`src/rtl/gray_pkg.sv`:
```
// rtl/gray_pkg.sv - shared Gray-code constants, op encoding and conversion helpers
package gray_pkg;

  // Supported counter widths; the top level refuses to elaborate outside this range.
  localparam int GRAY_MIN_WIDTH = 2;
  localparam int GRAY_MAX_WIDTH = 16;

  // Generic word wide enough for any supported width; narrower values are zero-extended.
  typedef logic [GRAY_MAX_WIDTH-1:0] gray_word_t;

  // Per-edge action of the counter after priority resolution (reset is handled in the flops).
  typedef enum logic [1:0] {
    OP_HOLD    = 2'd0,
    OP_LOAD    = 2'd1,
    OP_STEP_UP = 2'd2,
    OP_STEP_DN = 2'd3
  } cnt_op_e;

  // Binary to Gray. Zero-extended inputs produce zero-extended outputs, so any width works.
  function automatic gray_word_t bin2gray(input gray_word_t b);
    return b ^ (b >> 1);
  endfunction

  // Gray to binary as a running XOR from the MSB down. Leading zeros from zero-extension
  // leave the prefix XOR untouched, so the low bits are correct for every narrower width.
  function automatic gray_word_t gray2bin(input gray_word_t g);
    gray_word_t b;
    logic       acc;
    b   = '0;
    acc = 1'b0;
    for (int i = GRAY_MAX_WIDTH - 1; i >= 0; i--) begin
      acc  = acc ^ g[i];
      b[i] = acc;
    end
    return b;
  endfunction

endpackage

```
`src/rtl/gray_to_bin.sv`:
```
// rtl/gray_to_bin.sv - combinational WIDTH-bit Gray to binary converter
module gray_to_bin #(
  parameter int WIDTH = 4
) (
  input  logic [WIDTH-1:0] gray_i,
  output logic [WIDTH-1:0] bin_o
);

  // Each binary bit is the XOR of all Gray bits at or above it; a single running
  // accumulator keeps the chain inside one block without a feedback net on bin_o.
  always_comb begin
    logic acc;
    bin_o = '0;
    acc   = 1'b0;
    for (int i = WIDTH - 1; i >= 0; i--) begin
      acc      = acc ^ gray_i[i];
      bin_o[i] = acc;
    end
  end

endmodule

```
`src/rtl/gray_counter_n.sv`:
```
// rtl/gray_counter_n.sv - WIDTH-bit up/down Gray counter with load and wrap pulse
module gray_counter_n
  import gray_pkg::*;
#(
  parameter int WIDTH = 4
) (
  input  logic             C,
  input  logic             R,
  input  logic             EN,
  input  logic             UP,
  input  logic             LD,
  input  logic [WIDTH-1:0] D,
  output logic [WIDTH-1:0] OUT,
  output logic [WIDTH-1:0] BIN,
  output logic             WRAP
);

  // Refuse to build a counter outside the supported width range.
  generate
    if (WIDTH < GRAY_MIN_WIDTH || WIDTH > GRAY_MAX_WIDTH) begin : g_bad_width
      $error("gray_counter_n: WIDTH must lie in 2..16");
    end
  endgenerate

  localparam logic [WIDTH-1:0] CNT_ONES = '1;
  localparam logic [WIDTH-1:0] CNT_ONE  = WIDTH'(1);

  logic [WIDTH-1:0] cnt_q, cnt_d;
  logic [WIDTH-1:0] gray_q, gray_d;
  logic             wrap_q, wrap_d;
  logic [WIDTH-1:0] ld_bin;
  cnt_op_e          op;

  // Load value arrives Gray-coded; the counter itself runs in binary.
  gray_to_bin #(
    .WIDTH(WIDTH)
  ) u_ld_gray_to_bin (
    .gray_i(D),
    .bin_o (ld_bin)
  );

  // Resolve LD over EN; reset outranks both and is applied directly in the flops.
  always_comb begin
    op = OP_HOLD;
    if (LD) begin
      op = OP_LOAD;
    end else if (EN) begin
      op = UP ? OP_STEP_UP : OP_STEP_DN;
    end
  end

  // Next binary count and wrap detection; wrap only fires when a step crosses the boundary.
  always_comb begin
    cnt_d  = cnt_q;
    wrap_d = 1'b0;
    case (op)
      OP_LOAD: begin
        cnt_d = ld_bin;
      end
      OP_STEP_UP: begin
        cnt_d  = cnt_q + CNT_ONE;
        wrap_d = (cnt_q == CNT_ONES);
      end
      OP_STEP_DN: begin
        cnt_d  = cnt_q - CNT_ONE;
        wrap_d = (cnt_q == '0);
      end
      default: begin
        cnt_d  = cnt_q;
        wrap_d = 1'b0;
      end
    endcase
  end

  // Gray output is encoded from the next count so it registers on the same edge as BIN.
  always_comb begin
    gray_d = cnt_d ^ (cnt_d >> 1);
  end

  // Output register bank with synchronous active-high reset.
  always_ff @(posedge C) begin
    if (R) begin
      cnt_q  <= '0;
      gray_q <= '0;
      wrap_q <= 1'b0;
    end else begin
      cnt_q  <= cnt_d;
      gray_q <= gray_d;
      wrap_q <= wrap_d;
    end
  end

  assign OUT  = gray_q;
  assign BIN  = cnt_q;
  assign WRAP = wrap_q;

endmodule
```
`config.mk`:
```
export PLATFORM = sky130hd
export DESIGN_NAME = gray_counter_n
export DESIGN_NICKNAME = d
export VERILOG_FILES = /design/src/rtl/gray_pkg.sv /design/src/rtl/gray_to_bin.sv /design/src/rtl/gray_counter_n.sv
export SDC_FILE = /design/constraint.sdc
export NUM_CORES = 1
export LEC_CHECK = 0
export BUFFER_PORTS_ARGS = -buffer_cell sky130_fd_sc_hd__buf_2
export CAP_MARGIN = 25
export CORE_MARGIN = 4
export CORE_UTILIZATION = 25
export CTS_BUF_LIST = sky130_fd_sc_hd__clkbuf_4
export DETAILED_ROUTE_END_ITERATION = 7
export PLACE_DENSITY_LB_ADDON = 0.08
export RECOVER_POWER = 50
export SYNTH_ARGS = -nofsm -noshare
export SYNTH_HDL_FRONTEND = slang
export SYNTH_SLANG_ARGS = --single-unit
```
`constraint.sdc`:
```
create_clock -name C -period 5.5 [get_ports C]
set_clock_uncertainty 0.1 [all_clocks]
set_input_delay 0.55 -clock C [delete_from_list [all_inputs] [get_ports C]]
set_output_delay 0.55 -clock C [all_outputs]
set_load 0.005 [all_outputs]
```
==> reports/summary.log, run 1 <==
qor: run_status.status finished, final reports clean
qor: synth.synth_cell_type_count 33
qor: clock_tree.post_cts_buffers 0
qor: finish.layout_commonest_cell sky130_fd_sc_hd__buf_2
qor: placed_design.gp_weighted_congestion 0.667
qor: drt.dr.first_iter.drc_count 3
qor: synth.synthesis.yosys.warnings 0
qor: drt.detail-route-antenna-nets 0
qor: worst_setup_path.crit_top_cell sky130_fd_sc_hd__nor2_1
qor: worst_setup_path.worstPathCellList buf_2 -> or2b_1 -> nor2_1 -> xor2_1 -> ha_1 -> or4b_1 -> a211o_1 -> nand3_2 -> nor2_1 -> mux2_4
qor: global_route.grt_overflow 0
qor: clock_tree.cts_max_path_buffers 2
qor: power_and_ir_drop.p_int 114 uW
qor: finish.num-fill-cells 225
qor: timing.timing.final.setup_violations 0
qor: worst_setup_path.slowest_cell_delay_on_critical_path 0.49 ns
qor: synth.total_nets_after_synthesis 68
qor: finish.multi_input_comb_area 329 um^2
qor: global_route.pin_count_of_the_biggest_net_entering_global_routing 17
qor: clock_tree.tritoncts done
qor: placed_design.hpwl_after_detailed_placement 878 um
qor: job.max_cap_viol_count 0
qor: drt.firstDrtPassIters 2
qor: worst_setup_path.timing.critical_path.to_type flop
qor: clock_tree.cts.repair.resized 0
qor: finish.areaGrowthSynthToFinish 23.8%
qor: clock_tree.cts-buffers-inserted 3
qor: timing.max_slew.worst_pin.slew 0.258 ns
qor: worst_setup_path.crit_type in2reg
qor: drt.total_routed_wirelength 1160 um
qor: floorplanning.die_y 53.0 um
qor: placed_design.port_buffers 17
qor: timing.fmaxAchievable 398 MHz
qor: clock_tree.clkSlewWorstSetupHoldPaths 0.06 ns
qor: worst_hold_path.holdCritStartpoint D[0]
qor: synth.ys_seq_area_share 31.7%
qor: power_and_ir_drop.pwr-share-clk 28.9%
qor: power_and_ir_drop.netSwitchingPower 51.1 uW
qor: power_and_ir_drop.power.share.switching 31.0%
qor: finish.area.sequential 160 um^2
qor: timing.post-route-min-period 2.51 ns
qor: power_and_ir_drop.p_leak 0.275 nW
qor: clock_tree.worst_skew_pair.late_latency 0.26 ns
qor: synth.netlist.top_cell.by_area sky130_fd_sc_hd__dfxtp_1
qor: timing.grt_setup_unrepaired false
qor: global_route.gr-usage-all-layers 10.6%
qor: finish.final_nets 87
qor: floorplanning.std_cell_rows 16
qor: worst_hold_path.worstHoldPathType in2reg
qor: clock_tree.root_buffer sky130_fd_sc_hd__clkbuf_4
qor: power_and_ir_drop.largest_vdd_supply_drop 0.0000880 V
qor: finish.utilization 32.2%
qor: synth.syn_area 505 um^2
qor: floorplanning.dieWidth 53.0 um
qor: timing.post-route-period-util 45.7%
qor: finish.final_layout_size_suffix_gt1_share 28.0%
qor: worst_setup_path.start_kind primary input
qor: synth.synthCells 58
qor: worst_setup_path.beginning_of_the_critical_path EN
qor: drt.drt_drc_violations_left 0
qor: power_and_ir_drop.seqPwrFrac 43.1%
qor: worst_setup_path.rr_startpoint BIN[1]$_SDFF_PP0_
qor: synth.synthDominantCellAreaShare 31.7%
qor: synth.postSynthRegisterBits 8
qor: global_route.global_route_wire_length_before_repair 2060 um
qor: drt.via_per_inst 4.61
qor: synth.post_synth.cell_area_avg 8.72 um^2
qor: global_route.antenna_found_initial 0
qor: floorplanning.floorplan.die_area 2810 um^2
qor: drt.dr_total_vias 470
qor: synth.synth_area_leaders sky130_fd_sc_hd__dfxtp_1 32%, sky130_fd_sc_hd__nor2_1 7.4%, sky130_fd_sc_hd__xor2_1 6.9%
qor: timing.finalHoldViolCount 0
qor: timing.fin_setup_tns 0 ns
qor: floorplanning.core_area 1940 um^2
qor: finish.n_antenna_cell 0
qor: floorplanning.floorplan.initialDensity 26.0%
qor: global_route.first_global_vias 469
qor: power_and_ir_drop.powerDensity 263 nW/um^2
qor: worst_setup_path.timing.critical_path.arrival 2.56 ns
qor: clock_tree.numClockSinks 8
qor: floorplanning.top_level_port_count 18
qor: power_and_ir_drop.comb_power_share 28.0%
qor: drt.wl_per_cell 11.4 um
qor: worst_setup_path.worst-endpoint-required 5.54 ns
qor: clock_tree.max_h_tree_level 1
qor: clock_tree.postCtsHoldBufs 0
qor: finish.final_cell_count_no_fill 102
qor: timing.final-max-slew-violation-count 0
qor: worst_setup_path.critPathTopFamily simple AND/OR/NAND/NOR gates
qor: placed_design.total_placed_cells_including_tap_cells 99
qor: worst_setup_path.critical_path_peak_fanout 7
qor: worst_setup_path.worst-path-buf-inv 1
qor: timing.maxSlewHeadroom 82.8%
qor: finish.most-common-layout-cells 13 x sky130_fd_sc_hd__buf_2, 10 x sky130_fd_sc_hd__nor2_1, 8 x sky130_fd_sc_hd__dfxtp_1
qor: worst_setup_path.critical_path.slowest_cell sky130_fd_sc_hd__or4b_1
-- cells by family (layout without fill, tap and decap cells) --
group,Yosys count,after routing,share of synthesized area (%)
AND/OR/NAND/NOR,26,26,29.2
AO/OA/AOI/OAI,11,11,16.1
buffers and inverters,3,20,3.22
multiplexers,2,2,5.20
XOR/XNOR,7,7,12.1
adder cells (fa/ha/maj),1,1,2.47
flip-flops,8,8,31.7
-- Yosys cell counts, drive strengths merged --
cell type  instances
nor2              10
dfxtp              8
xor2               4
nand3              3
xnor2              3
a21oi              2
a31oi              2
buf                2
mux2               2
nor3               2
o21ai              2
or2b               2
or4b               2
a211o              1
a211oi             1
a22oi              1
a41oi              1
and2               1
clkbuf             1
ha                 1
nand2              1
nand2b             1
nand4              1
nand4b             1
nor2b              1
o21ba              1
or4                1
-- layer usage --
layer  track usage (%)  part of all wire (%)  vias to the layer above
li1                  -                     -                      246
met1              11.8                    43                      213
met2              16.5                    51                        9
met3              3.38                   4.7                        2
met4              8.09                   1.2                        0
met5                 0                     0                        -
-- registers in the layout, indices dropped and copies added (netlist names) --
| name | flops |
|---|---|
| BIN | 4 |
| OUT | 3 |
| WRAP | 1 |
-- layout make-up --
cell class | count | area share (%)
flip-flops and latches | 8 | 25.6
well taps | 27 | 5.40
clock buffers | 3 | 3.60
repair buffers | 17 | 12.8
multi-input cells | 47 | 52.6
-- power groups by stage --
stage | Sequential (mW) | Combinational (mW) | Clock, mW
5_1_grt | 0.0726 | 0.0542 | 0.0568
4_1_cts | 0.0712 | 0.0481 | 0.0498
3_5_place_dp | 0.0725 | 0.0478 | 0
6_report | 0.0709 | 0.0462 | 0.0475
3_3_place_gp | 0.0721 | 0.0483 | 0
2_1_floorplan | 0.0718 | 0.0325 | 0
-- stage by stage --
| stage | power [mW] | hold slack, ns | setup slack (ns) | cell area (um^2) |
|---|---|---|---|---|
| CTS | 0.169 | 0.460 | 2.97 | 631 |
| floorplan | 0.104 | 0.509 | 2.92 | 505 |
| detailed placement | 0.120 | 0.571 | 2.70 | 608 |
| global placement | 0.120 | 0.573 | 2.72 | 608 |
| finish | 0.165 | 0.457 | 2.99 | 626 |
| global route | 0.184 | 0.484 | 2.85 | 626 |
-- final timing paths --
path	endpoint	slack, ns	cells past startpoint
min	OUT[0]$_SDFF_PP0_	0.46	3
max reg2reg	OUT[2]$_SDFF_PP0_	3.32	7
max	OUT[2]$_SDFF_PP0_	2.99	10
min reg2reg	WRAP$_SDFF_PP0_	0.58	2
-- worst min-delay path: cells and delay by family --
kind,cells,cell delay [ns]
AOI/OAI and AO/OA,1,0.06
and+or+nand+nor,1,0.07
buffers and inverters,1,0.09
(Power assumes the default switching activity.)
==> inputs of run 2 (changes only) <==
Clock period 5.5 ns to 2.6 ns, I/O delays scaled along.
==> reports/summary.log, run 2 (same netlist as run 1, synthesis figures left out) <==
qor: worst_hold_path.worstHoldPathType in2reg
qor: worst_setup_path.worstPathCellList buf_2 -> or2b_1 -> nor2_1 -> xor2_1 -> ha_1 -> or4b_1 -> a211o_1 -> nand3_2 -> nor2_1 -> mux2_4
qor: clock_tree.max_h_tree_level 1 [unchanged]
qor: finish.final_nets 88 [+1.1%]
qor: timing.post-route-period-util 84.9%
qor: clock_tree.worst_skew_pair.late_latency 0.25 ns [about the same]
qor: power_and_ir_drop.powerDensity 542 nW/um^2 [+110%]
qor: worst_setup_path.worst-endpoint-required 2.64 ns [-2.90 ns]
qor: worst_setup_path.timing.critical_path.to_type flop
qor: worst_setup_path.slowest_cell_delay_on_critical_path 0.49 ns [about the same]
qor: timing.grt_setup_unrepaired false
qor: finish.utilization 32.7% [+0.45 points]
qor: worst_setup_path.crit_type in2reg
qor: floorplanning.floorplan.initialDensity 26.0% [unchanged]
qor: clock_tree.postCtsHoldBufs 0 [unchanged]
qor: finish.most-common-layout-cells 14 x sky130_fd_sc_hd__buf_2, 10 x sky130_fd_sc_hd__nor2_1, 8 x sky130_fd_sc_hd__dfxtp_1
qor: timing.final-max-slew-violation-count 0 [unchanged]
qor: drt.wl_per_cell 10.8 um [-5.2%]
qor: run_status.status finished, final reports clean
qor: drt.dr_total_vias 467 [-0.64%]
qor: clock_tree.root_buffer sky130_fd_sc_hd__clkbuf_4
qor: finish.largest_register_ff_count 4 [unchanged]
qor: timing.post-route-min-period 2.21 ns
qor: timing.finalHoldViolCount 0 [unchanged]
qor: worst_setup_path.worst-path-buf-inv 1 [unchanged]
qor: clock_tree.clkSlewWorstSetupHoldPaths 0.05 ns [about the same]
qor: clock_tree.tritoncts done
qor: placed_design.total_placed_cells_including_tap_cells 100 [+1.0%]
qor: power_and_ir_drop.largest_vdd_supply_drop 0.000223 V [+150%]
qor: timing.least_setup_slack_across_all_paths_after_layout 0.392 ns [-2.59 ns]
qor: placed_design.port_buffers 17 [unchanged]
qor: global_route.first_global_vias 461 [-1.7%]
qor: worst_setup_path.crit_top_cell sky130_fd_sc_hd__nor2_1
qor: global_route.grt_overflow 0 [unchanged]
qor: finish.areaGrowthSynthToFinish 25.5%
qor: clock_tree.cts.repair.resized 0 [unchanged]
qor: global_route.use_met3 5.07% [+1.7 points]
qor: clock_tree.numClockSinks 8 [unchanged]
qor: placed_design.gp_weighted_congestion 0.678 [+1.6%]
qor: drt.dr.first_iter.drc_count 4 [+1]
qor: placed_design.place_area 616 um^2 [+1.2%]
qor: clock_tree.cts_max_path_buffers 2 [unchanged]
qor: drt.total_routed_wirelength 1110 um [-4.3%]
qor: drt.via_per_inst 4.53 [-1.6%]
qor: finish.n_antenna_cell 0 [unchanged]
qor: timing.timing.final.setup_violations 0 [unchanged]
qor: timing.max_slew.worst_pin.slew 0.253 ns [-0.00435 ns]
qor: global_route.grt.met1_usage 10.1% [-1.7 points]
qor: clock_tree.post_cts_buffers 0 [unchanged]
qor: worst_setup_path.critPathTopFamily simple AND/OR/NAND/NOR gates
qor: finish.layout_commonest_cell sky130_fd_sc_hd__buf_2
qor: job.max_cap_viol_count 0 [unchanged]
qor: floorplanning.die_y 53.0 um [unchanged]
qor: finish.final_layout_size_suffix_gt1_share 30.3% [+2.3 points]
qor: finish.num-fill-cells 216 [-4.0%]
qor: global_route.grt_most_used_layer met2
qor: timing.worst_hold_slack 0.181 ns [-0.277 ns]
qor: clock_tree.cts-buffers-inserted 3 [unchanged]
qor: global_route.global_route_wire_length_before_repair 1970 um [-4.0%]
qor: worst_setup_path.timing.critical_path.arrival 2.25 ns [-0.31 ns]
qor: global_route.pin_count_of_the_biggest_net_entering_global_routing 16 [-1]
qor: drt.detail-route-antenna-nets 0 [unchanged]
qor: global_route.gr-usage-all-layers 10.2% [-0.41 points]
qor: finish.final_cell_count_no_fill 103 [+0.98%]
qor: drt.firstDrtPassIters 2 [unchanged]
qor: timing.maxSlewHeadroom 83.1% [+0.29 points]
qor: finish.stdcell_area 634 um^2 [+1.4%]
qor: floorplanning.std_cell_rows 16 [unchanged]
qor: worst_setup_path.critical_path_peak_fanout 7 [unchanged]
qor: placed_design.pre_cts_slack 0.119 ns [-2.58 ns]
qor: worst_setup_path.start_kind primary input
qor: floorplanning.floorplan.die_area 2810 um^2 [unchanged]
qor: placed_design.hpwl_after_detailed_placement 863 um [-1.6%]
qor: worst_setup_path.critical_path.slowest_cell sky130_fd_sc_hd__or4b_1
qor: timing.fin_setup_tns 0 ns [unchanged]
qor: power_and_ir_drop.p_leak 0.283 nW [+2.7%]
qor: drt.drt_drc_violations_left 0 [unchanged]
qor: global_route.grt_util_met2 17.4% [+0.83 points]
qor: floorplanning.core_area 1940 um^2 [unchanged]
qor: floorplanning.top_level_port_count 18 [unchanged]
qor: global_route.antenna_found_initial 0 [unchanged]
qor: timing.fmaxAchievable 453 MHz
qor: power_and_ir_drop.design_power_total 344 uW [+110%]
qor: floorplanning.dieWidth 53.0 um [unchanged]
-- run 2: changes by cell type in the layout (fill, tap and decap cells not counted), sizes merged --
cell	delta
clkbuf	-1
buf	+2
-- run 2: final cells by class --
class / count / area [um^2] / share of cell area (%)
timing repair buffer: 18 / 88.8 / 14.0
clock buffer: 3 / 22.5 / 3.55
multi-input combinational: 47 / 329 / 51.9
tap: 27 / 33.8 / 5.33
sequential: 8 / 160 / 25.2
-- run 2: where the power goes --
group          switching [mW]  leakage (nW)  total [mW]  internal, mW
Clock                  0.0417        0.0138      0.0945        0.0528
Sequential             0.0132        0.0663       0.150         0.137
Combinational          0.0478         0.203      0.0996        0.0518
Total                   0.103         0.283       0.344         0.241
-- run 2: worst min-delay path, stage by stage --
cell and delay, ns:
sky130_fd_sc_hd__buf_2 0.09, sky130_fd_sc_hd__a21oi_1 0.07, sky130_fd_sc_hd__nor2_1 0.07
-- run 2: layer usage --
layer	part of all wire, %	vias to the layer above
met5	0	-
met4	1.5	0
met3	7.9	2
met2	49	12
met1	42	208
li1	-	245
-- run 2: path summary, 6_finish.rpt --
check	cells past startpoint	slack, ns	startpoint	endpoint
worst max register to register	7	0.44	BIN[1]$_SDFF_PP0_	OUT[2]$_SDFF_PP0_
worst max-delay path	10	0.39	EN	OUT[2]$_SDFF_PP0_
worst min-delay path	3	0.18	D[0]	OUT[0]$_SDFF_PP0_
worst min register to register	2	0.58	BIN[1]$_SDFF_PP0_	WRAP$_SDFF_PP0_
==> inputs of run 3 (changes only) <==
Settings changed: ABC_AREA set to 1.
Clock period 2.6 ns to 2 ns, I/O delays scaled along.
==> reports/summary.log, run 3 <==
qor: power_and_ir_drop.p_leak 0.348 nW [+23%]
qor: finish.final_nets 116 [+32%]
qor: synth.total_nets_after_synthesis 95 [+40%]
qor: synth.synth_area_leaders sky130_fd_sc_hd__dfxtp_1 30%, sky130_fd_sc_hd__nand2_1 14%, sky130_fd_sc_hd__nand3_1 8.4%
qor: synth.syn_area 537 um^2 [+6.2%]
qor: clock_tree.worst_skew_pair.late_latency 0.25 ns [about the same]
qor: global_route.grt_overflow 0 [unchanged]
qor: synth.synth_cell_type_count 24 [-27%]
qor: placed_design.port_buffers 17 [unchanged]
qor: drt.wl_per_cell 10.0 um [-7.2%]
qor: timing.max_slew.worst_pin.slew 0.305 ns [+0.0513 ns]
qor: global_route.global_route_wire_length_before_repair 2170 um [+9.8%]
qor: finish.area.sequential 160 um^2 [unchanged]
qor: floorplanning.dieWidth 54.3 um [+2.6%]
qor: worst_setup_path.timing.critical_path.to_type flop
qor: timing.fmaxAchievable 606 MHz
qor: floorplanning.die_y 54.3 um [+2.6%]
qor: synth.synth_edf_count 0 [unchanged]
qor: finish.areaGrowthSynthToFinish 24.5%
qor: power_and_ir_drop.comb_power_share 29.0% [about the same]
qor: timing.fin_setup_tns 0 ns [unchanged]
qor: worst_setup_path.crit_top_cell sky130_fd_sc_hd__inv_1
qor: worst_setup_path.start_kind flop
qor: worst_setup_path.crit_type reg2reg
qor: drt.dr.first_iter.drc_count 17 [+13]
qor: worst_setup_path.worstPathCellList nand3_1 -> nand2_1 -> inv_1 -> ha_1 -> o22ai_1 -> a21oi_1 -> inv_2 -> o21ai_1 -> o21ai_0 -> inv_1
qor: timing.post-route-period-util 82.5%
qor: clock_tree.cts_max_path_buffers 2 [unchanged]
qor: synth.postSynthRegisterBits 8 [unchanged]
qor: finish.utilization 33.4% [+0.71 points]
qor: finish.n_antenna_cell 0 [unchanged]
qor: floorplanning.floorplan.die_area 2950 um^2 [+5.2%]
qor: placed_design.gp_weighted_congestion 0.723 [+6.7%]
qor: global_route.pin_count_of_the_biggest_net_entering_global_routing 9 [-7]
qor: synth.synthesis.yosys.warnings 0 [unchanged]
qor: global_route.first_global_vias 511 [+11%]
qor: clock_tree.root_buffer sky130_fd_sc_hd__clkbuf_4
qor: global_route.gr-usage-all-layers 10.2% [about the same]
qor: worst_setup_path.critical_path_peak_fanout 4 [-3]
qor: power_and_ir_drop.netSwitchingPower 137 uW [+33%]
qor: timing.finalHoldViolCount 0 [unchanged]
qor: drt.detail-route-antenna-nets 0 [unchanged]
qor: timing.maxSlewHeadroom 79.7% [-3.4 points]
qor: clock_tree.cts.repair.resized 0 [unchanged]
qor: drt.total_routed_wirelength 1310 um [+18%]
qor: synth.synth_async_sr_flop_share 0% [unchanged]
qor: placed_design.hpwl_after_detailed_placement 1080 um [+25%]
qor: floorplanning.std_cell_rows 16 [unchanged]
qor: clock_tree.tritoncts done
qor: synth.synth.most_common_cell sky130_fd_sc_hd__nand2_1
qor: synth.synthDominantCellAreaShare 29.8% [-1.8 points]
qor: power_and_ir_drop.power.share.switching 31.6% [+1.7 points]
qor: drt.via_per_inst 4.38 [-3.4%]
qor: timing.post-route-min-period 1.65 ns
qor: worst_setup_path.slowest_cell_delay_on_critical_path 0.38 ns [-0.11 ns]
qor: synth.synth_flop_cell sky130_fd_sc_hd__dfxtp_1
qor: synth.ys_seq_area_share 29.8% [-1.8 points]
qor: clock_tree.numClockSinks 8 [unchanged]
qor: drt.firstDrtPassIters 5 [+3]
qor: finish.num-fill-cells 233 [+7.9%]
qor: floorplanning.floorplan.initialDensity 26.8% [+0.78 points]
qor: power_and_ir_drop.pwr-share-clk 27.2% [-0.3 points]
qor: finish.multi_input_comb_area 309 um^2 [-6.1%]
qor: worst_setup_path.worst-endpoint-required 2.10 ns [-0.54 ns]
qor: finish.largest_register_ff_count 4 [unchanged]
qor: global_route.antenna_found_initial 0 [unchanged]
qor: timing.timing.final.setup_violations 0 [unchanged]
qor: clock_tree.post_cts_buffers 0 [unchanged]
qor: floorplanning.core_area 2000 um^2 [+3.1%]
qor: power_and_ir_drop.seqPwrFrac 43.9% [+0.3 points]
qor: power_and_ir_drop.powerDensity 649 nW/um^2 [+20%]
qor: worst_hold_path.worstHoldPathType in2reg
qor: synth.synthCells 85 [+47%]
qor: timing.worst_hold_slack 0.113 ns [-0.0672 ns]
qor: clock_tree.postCtsHoldBufs 0 [unchanged]
qor: clock_tree.max_h_tree_level 1 [unchanged]
qor: worst_setup_path.worst-path-buf-inv 3 [+2]
qor: drt.drt_drc_violations_left 0 [unchanged]
qor: synth.post_synth.cell_area_avg 6.31 um^2 [-28%]
qor: job.max_cap_viol_count 0 [unchanged]
qor: worst_setup_path.timing.critical_path.arrival 1.75 ns [-0.50 ns]
qor: worst_setup_path.critical_path.slowest_cell sky130_fd_sc_hd__dfxtp_1
qor: finish.final_layout_size_suffix_gt1_share 21.2% [-9.1 points]
qor: clock_tree.clkSlewWorstSetupHoldPaths 0.05 ns [about the same]
qor: run_status.status finished, final reports clean
qor: timing.final-max-slew-violation-count 0 [unchanged]
qor: finish.most-common-layout-cells 20 x sky130_fd_sc_hd__nand2_1, 12 x sky130_fd_sc_hd__inv_1, 12 x sky130_fd_sc_hd__buf_2
qor: synth.netlist.top_cell.by_area sky130_fd_sc_hd__dfxtp_1
qor: drt.dr_total_vias 574 [+23%]
qor: power_and_ir_drop.p_int 297 uW [+23%]
qor: worst_setup_path.critPathTopFamily compound AO/OA/AOI/OAI gates
qor: power_and_ir_drop.largest_vdd_supply_drop 0.000276 V [+23%]
qor: timing.grt_setup_unrepaired false
qor: clock_tree.cts-buffers-inserted 3 [unchanged]
qor: finish.layout_commonest_cell sky130_fd_sc_hd__nand2_1
qor: floorplanning.top_level_port_count 18 [unchanged]
qor: synth.synth.cells.most_frequent 20 x sky130_fd_sc_hd__nand2_1, 12 x sky130_fd_sc_hd__inv_1, 9 x sky130_fd_sc_hd__nand3_1, 9 x sky130_fd_sc_hd__nor2_1, 8 x sky130_fd_sc_hd__dfxtp_1
==> run 3: power groups by stage <==
stage / sequential, mW / clock [mW] / combinational (mW)
2_1_floorplan: 0.194 / 0 / 0.0793
3_3_place_gp: 0.194 / 0 / 0.130
3_5_place_dp: 0.193 / 0 / 0.129
4_1_cts: 0.190 / 0.123 / 0.129
5_1_grt: 0.193 / 0.129 / 0.147
6_report: 0.190 / 0.118 / 0.126
==> run 3: per-layer routing <==
layer  vias up  GRT usage [%]  routed length [um]
met1       249           12.9                 648
met4         0           6.22                  17
met5         -              0                   0
li1        311              -                   -
met3         2           2.72                  58
met2        12           15.1                 588
==> run 3: final timing paths <==
path	from	to	slack, ns	cells after the start
max	BIN[1]$_SDFF_PP0_	OUT[1]$_SDFF_PP0_	0.35	10
min	R	BIN[0]$_SDFF_PP0_	0.11	2
max reg2reg	BIN[1]$_SDFF_PP0_	OUT[1]$_SDFF_PP0_	0.35	10
min reg2reg	BIN[2]$_SDFF_PP0_	WRAP$_SDFF_PP0_	0.54	2
==> run 3: cell families after synthesis <==
family / Yosys count / share of synthesized area, %
buf+inv: 17 / 12.6
simple gates: 44 / 37.3
xor+xnor: 2 / 3.26
flops: 8 / 29.8
compound gates: 13 / 14.7
fa+ha+maj: 1 / 2.33
==> run 3: worst reg2reg max path, stage by stage (launching register included) <==
cell and delay [ns]:
sky130_fd_sc_hd__dfxtp_1 0.38, sky130_fd_sc_hd__nand3_1 0.12, sky130_fd_sc_hd__nand2_1 0.07, sky130_fd_sc_hd__inv_1 0.04, sky130_fd_sc_hd__ha_1 0.26, sky130_fd_sc_hd__o22ai_1 0.08, sky130_fd_sc_hd__a21oi_1 0.24, sky130_fd_sc_hd__inv_2 0.08
sky130_fd_sc_hd__o21ai_1 0.11, sky130_fd_sc_hd__o21ai_0 0.08, sky130_fd_sc_hd__inv_1 0.05
==> run 3: cell type report <==
class                      count  share of cell area [%]
multi-input combinational     60                    46.3
sequential                     8                    24.0
timing repair buffer          18                    12.9
clock buffer                   3                    3.37
inverter                      15                    8.43
tap                           27                    5.06
==> run 3: metrics by stage <==
stage | instances | setup WS (ns) | instance area (um^2) | power [mW]
final | 131 | 0.350 | 668 | 0.434
after global routing | 131 | 0.140 | 668 | 0.468
after CTS | 131 | 0.345 | 674 | 0.442
after detailed placement | 128 | 0.207 | 652 | 0.322
after global placement | 128 | 0.189 | 652 | 0.323
after floorplan | 85 | 0.421 | 537 | 0.273
